File: src/rtl/control_core.sv
// Fetch-PC sequencer, register file and issue scoreboard for a small RV32 core.
// Optional macro CONTROL_BYPASS_EN forwards same-cycle writeback data to the issue operands.
module control_core #(
  parameter int          NUM_REGS = 16,
  parameter logic [31:0] RESET_PC = 32'h0000_0000
) (
  input  logic        clock,
  input  logic        reset,
  output logic        fetch_req_valid,
  input  logic        fetch_req_ready,
  output logic [31:0] fetch_req_pc,
  output logic        fetch_req_epoch,
  input  logic        iss_valid,
  output logic        iss_ready,
  input  logic        iss_epoch,
  input  logic [4:0]  iss_rs1,
  input  logic [4:0]  iss_rs2,
  input  logic [4:0]  iss_rd,
  output logic [31:0] iss_rs1_data,
  output logic [31:0] iss_rs2_data,
  input  logic        wb_valid,
  input  logic [4:0]  wb_rd,
  input  logic [31:0] wb_data,
  input  logic        redir_valid,
  input  logic [31:0] redir_pc,
  output logic        err_reg,
  output logic        err_align
);

  localparam int AW = $clog2(NUM_REGS);

  logic [31:0]         pc_q, pc_d;
  logic                epoch_q, epoch_d;
  logic                err_reg_q, err_reg_d;
  logic                err_align_q, err_align_d;
  logic [NUM_REGS-1:0] busy_q, busy_d;
  logic [31:0]         regs_q [NUM_REGS];
  logic [31:0]         regs_d [NUM_REGS];

  logic [31:0] busy_ext;
  logic        rs1_ok, rs2_ok, rd_ok, wb_ok;
  logic        fwd1, fwd2, hazard, stale, accept_cur, handshake, redir_ok;
  logic [31:0] rs1_rf, rs2_rf;

  function automatic logic in_range(input logic [4:0] idx);
    return int'(idx) < NUM_REGS;
  endfunction

  // Out-of-range indices land on the zero-extended upper bits, so they are never busy.
  assign busy_ext = 32'(busy_q);

  assign rs1_ok = in_range(iss_rs1) && (iss_rs1 != 5'd0);
  assign rs2_ok = in_range(iss_rs2) && (iss_rs2 != 5'd0);
  assign rd_ok  = in_range(iss_rd)  && (iss_rd  != 5'd0);
  assign wb_ok  = wb_valid && in_range(wb_rd) && (wb_rd != 5'd0);

  always_comb begin
    rs1_rf = '0;
    rs2_rf = '0;
    if (rs1_ok) rs1_rf = regs_q[iss_rs1[AW-1:0]];
    if (rs2_ok) rs2_rf = regs_q[iss_rs2[AW-1:0]];
  end

`ifdef CONTROL_BYPASS_EN
  assign fwd1 = wb_ok && (wb_rd == iss_rs1);
  assign fwd2 = wb_ok && (wb_rd == iss_rs2);
`else
  assign fwd1 = 1'b0;
  assign fwd2 = 1'b0;
`endif

  assign iss_rs1_data = fwd1 ? wb_data : rs1_rf;
  assign iss_rs2_data = fwd2 ? wb_data : rs2_rf;

  assign hazard     = (busy_ext[iss_rs1] & ~fwd1) | (busy_ext[iss_rs2] & ~fwd2) | busy_ext[iss_rd];
  assign stale      = (iss_epoch != epoch_q);
  assign iss_ready  = stale | ~hazard;
  assign accept_cur = iss_valid && !stale && !hazard;

  // Valid follows reset directly so it drops in the reset cycle and rises as soon as reset is released.
  assign fetch_req_valid = reset;
  assign fetch_req_pc    = pc_q;
  assign fetch_req_epoch = epoch_q;
  assign err_reg         = err_reg_q;
  assign err_align       = err_align_q;

  assign handshake = fetch_req_valid && fetch_req_ready;
  assign redir_ok  = redir_valid && (redir_pc[1:0] == 2'b00);

  always_comb begin
    pc_d        = pc_q;
    epoch_d     = epoch_q;
    err_reg_d   = err_reg_q;
    err_align_d = err_align_q;
    busy_d      = busy_q;
    regs_d      = regs_q;

    if (redir_ok) begin
      pc_d    = redir_pc;
      epoch_d = ~epoch_q;
    end else if (handshake) begin
      pc_d = pc_q + 32'd4;
    end
    if (redir_valid && !redir_ok) err_align_d = 1'b1;

    if (wb_valid && !in_range(wb_rd)) err_reg_d = 1'b1;
    if (accept_cur && !(in_range(iss_rs1) && in_range(iss_rs2) && in_range(iss_rd)))
      err_reg_d = 1'b1;

    // Clear before set so a same-cycle issue to the written register keeps it busy.
    if (wb_ok) begin
      regs_d[wb_rd[AW-1:0]] = wb_data;
      busy_d[wb_rd[AW-1:0]] = 1'b0;
    end
    if (accept_cur && rd_ok) busy_d[iss_rd[AW-1:0]] = 1'b1;
  end

  always_ff @(posedge clock) begin
    if (!reset) begin
      pc_q        <= RESET_PC;
      epoch_q     <= 1'b0;
      err_reg_q   <= 1'b0;
      err_align_q <= 1'b0;
      busy_q      <= '0;
      for (int i = 0; i < NUM_REGS; i++) regs_q[i] <= '0;
    end else begin
      pc_q        <= pc_d;
      epoch_q     <= epoch_d;
      err_reg_q   <= err_reg_d;
      err_align_q <= err_align_d;
      busy_q      <= busy_d;
      regs_q      <= regs_d;
    end
  end

endmodule

File: config.mk
export PLATFORM = sky130hd
export DESIGN_NAME = control_core
export DESIGN_NICKNAME = d
export VERILOG_FILES = /design/src/rtl/control_core.sv
export SDC_FILE = /design/constraint.sdc
export NUM_CORES = 2
export LEC_CHECK = 0
export CAP_MARGIN = 15
export CORE_MARGIN = 1.5
export CORE_UTILIZATION = 40
export DETAILED_ROUTE_END_ITERATION = 10
export GPL_ROUTABILITY_DRIVEN = 1
export PLACE_DENSITY = 0.56
export SLEW_MARGIN = 0
export SYNTH_ARGS = -nofsm -noshare
export SYNTH_HDL_FRONTEND = slang
export SYNTH_SLANG_ARGS = --single-unit
File: constraint.sdc
create_clock -name clock -period 2.4 [get_ports clock]
set_input_delay 0.24 -clock clock [delete_from_list [all_inputs] [get_ports clock]]
set_output_delay 0.24 -clock clock [all_outputs]
set_load 0.005 [all_outputs]
==> summary.md <==
| Metric | Value |
|---|---|
| Met2 Use GR | `0.461` |
| Max Fclk | `393 MHz` |
| Leakage | `0.0118 µW` |
| CTS max path bufs | `3` |
| Final wirelength | `105,000 µm` |
| Synth-to-Final Area Change | `25.0%` |
| Share of cells above drive strength 1 | `0.278` |
| Initial antenna violation count | `4` |
| Die height | `269 µm` |
| Worst-margin pin slew | `1.16 ns` |
| Antenna Nets Post-Route | `0` |
| Tmin final | `2.54 ns` |
| Die Span X | `269 µm` |
| Initial Util | `0.405` |
| GRT met1 Usage | `0.375` |
| CTS Buf Count | `67` |
| Initial DRC Count | `3,172` |
| Type of the most critical hold path | `input pin to flop` |
| Reg with most FFs | `regs_q` |
| Grt ovf | `0` |
| Routed vias/inst | `5.98` |
| TritonCTS sink count | `563` |
| Setup CP Type | `flop to primary output` |
| Top_reg_cell synth | `dfxtp_1` |
| Power density over cell area | `616 nW/µm²` |
| Met3 Use GR | `0.0558` |
| Worst-Skew Late Latency | `0.59 ns` |
| Vias in the first global route | `24,597` |
| DR vias | `25,021` |
| Post-Route Utilization | `0.506` |
| Clk Tree Root Cell | `clkbuf_16` |
| Routability cong. | `0.858` |
| Port Buffer Count | `191` |
| CTS HTree Levels | `3` |
| I/O pin cnt | `192` |
| Max FO, Critical Path | `4` |
| Net Count, Synth | `3,116` |
| Asr flop ratio synth | `0` |
| Slew HR | `0.227` |
| Syn Area/Cell | `9.39 µm²` |
| Full die area | `72,600 µm²` |
| MaxCap Viol Count | `0` |
| Setup ws final | `-0.144 ns` |
| # DRC | `0` |
| CP startpoint kind | `flop` |
| EDFF count, synth | `0` |
| Synth warn | `0` |
| Avg WL per Cell | `25.1 µm` |
| RSZ-0062 raised after global routing | `yes` |
| Number of synthesized register bits | `563` |
| Worst Skew | `0.00509 ns` |
| Reg clk slew, reported paths | `0.06 ns` |
| Pin count of the biggest net entering global routing | `223` |
| First-pass GRT wire length | `156,000 µm` |
| Cell Rows | `97` |
| Min Hold Slack | `0.256 ns` |
| Global-route usage over all layers | `0.284` |
| Synth top area share | `0.397` |
| Final Hold Violating Endpoints | `0` |
| Fin. max-slew vios | `0` |
| Most frequent cells in the layout | `nand2_1, a21oi_1, dfxtp_1, mux4_2, clkdlybuf4s50_1` |
| Area leader, netlist | `dfxtp_1` |
| Nets@finish | `3,284` |
| CTS tree | `yes` |
| Failing checks | `setup timing` |
| Core ar. | `70,100 µm²` |
| Cells after synthesis | `3,024` |
| Distinct cells, synth | `49` |
| Commonest non-fill, non-tap cell in the layout | `nand2_1` |
| Crit. End Element | `primary output` |
| Grt peak-use layer | `met2` |
| Outcome | `finished, violations left` |
| Post-DP HPWL | `65,500 µm` |
| Worst EP required | `2.16 ns` |
| Setup Viol. Count Final | `37` |
| Synthesized cell area | `28,400 µm²` |
| Max VDD drop | `0.000473 V` |
| Post-place setup slack | `-0.667 ns` |
| Final worst-path cycle share | `1.06` |
| Largest register FFs | `512` |
| Ranking of synthesized cells by area | `dfxtp_1, mux4_2, nand2_1` |
| Drt pass-1 iters | `8` |
| Crit path DAT | `2.30 ns` |
| Sequential fraction of the synthesis area | `0.397` |
-- critical path, cell delays in order (launching register included) --
cell and delay, ns:
dfxtp_2 0.34, mux4_2 0.48, mux2i_1 0.22, nor3b_2 0.08, a211o_4 0.29, o21ai_4 0.15
buf_2 0.15
-- worst paths after layout --
check                                startpoint         endpoint  slack (ns)  cells past startpoint
worst max-delay path                 busy_q[15]        iss_ready       -0.14                      6
worst min-delay path                redir_pc[6]  fetch_req_pc[6]        0.26                      3
worst max register to register  fetch_req_epoch        busy_q[6]        0.33                      4
worst min register to register        err_align        err_align        0.45                      2
-- where the power goes --
group / internal, µW / switching (µW)
Clock: 6350 / 4080
Combinational: 795 / 1120
Sequential: 9440 / 83.5
Total: 16600 / 5280
-- per-layer routing --
metal / share of wire / wire [µm] / up-vias
met5: 0.00016 / 17 / -
met4: 0.034 / 3620 / 2
met3: 0.095 / 10000 / 243
met2: 0.48 / 50100 / 1345
met1: 0.39 / 41300 / 12447
li1: - / - / 10984
-- area by class of cell --
| type | count | area, µm² |
|---|---|---|
| antenna | 5 | 12.5 |
| sequential | 563 | 11400 |
| tap | 940 | 1180 |
| clock buffer | 97 | 2010 |
| fill | 6388 | 34700 |
| multi-input combinational | 2163 | 16400 |
| inverter | 8 | 37.5 |
| clock inverter | 19 | 231 |
| timing repair buffer | 389 | 4250 |
-- synthesized netlist by cell type, types with 12 or more instances --
master,number
nand2_1,987
nand3_1,38
nor2b_1,71
dfxtp_1,563
clkbuf_1,224
a21oi_1,500
nor2_1,33
o21ai_0,23
nand4_1,13
mux4_2,325
and2_1,35
buf_2,43
xor2_1,20
a211oi_1,12
-- logic make-up (layout without fill, tap and decap cells) --
family | after synthesis | count (layout) | synth area share
compound gates | 562 | 562 | 0.104
simple gates | 1232 | 1232 | 0.181
flops | 563 | 563 | 0.397
other cells | 0 | 5 | 0
buf+inv | 298 | 513 | 0.0439
mux | 337 | 337 | 0.263
fa+ha+maj | 1 | 1 | 0.000441
xor+xnor | 31 | 31 | 0.00956
-- per-stage QoR --
step | total power [µW] | std cells | TNS (ns) | cell area (µm²)
6_report | 21900 | 4184 | -1.37 | 35500
5_1_grt | 22500 | 4182 | -3.67 | 35500
4_1_cts | 22000 | 4178 | -2.76 | 35300
3_5_place_dp | 11600 | 4059 | -21.06 | 33000
3_3_place_gp | 11600 | 4059 | -21.23 | 33000
2_1_floorplan | 10700 | 3024 | 0 | 28400
-- what timing repair did --
action                                  in CTS  in global routing
endpoints found under the hold margin        1                  0
setup buffers                                2                  1
endpoints found under the setup margin      65                 65
gates resized for setup                    395                 66
hold buffers                                 1                  0
pin swaps                                    5                  1
(Power assumes the default switching activity.)
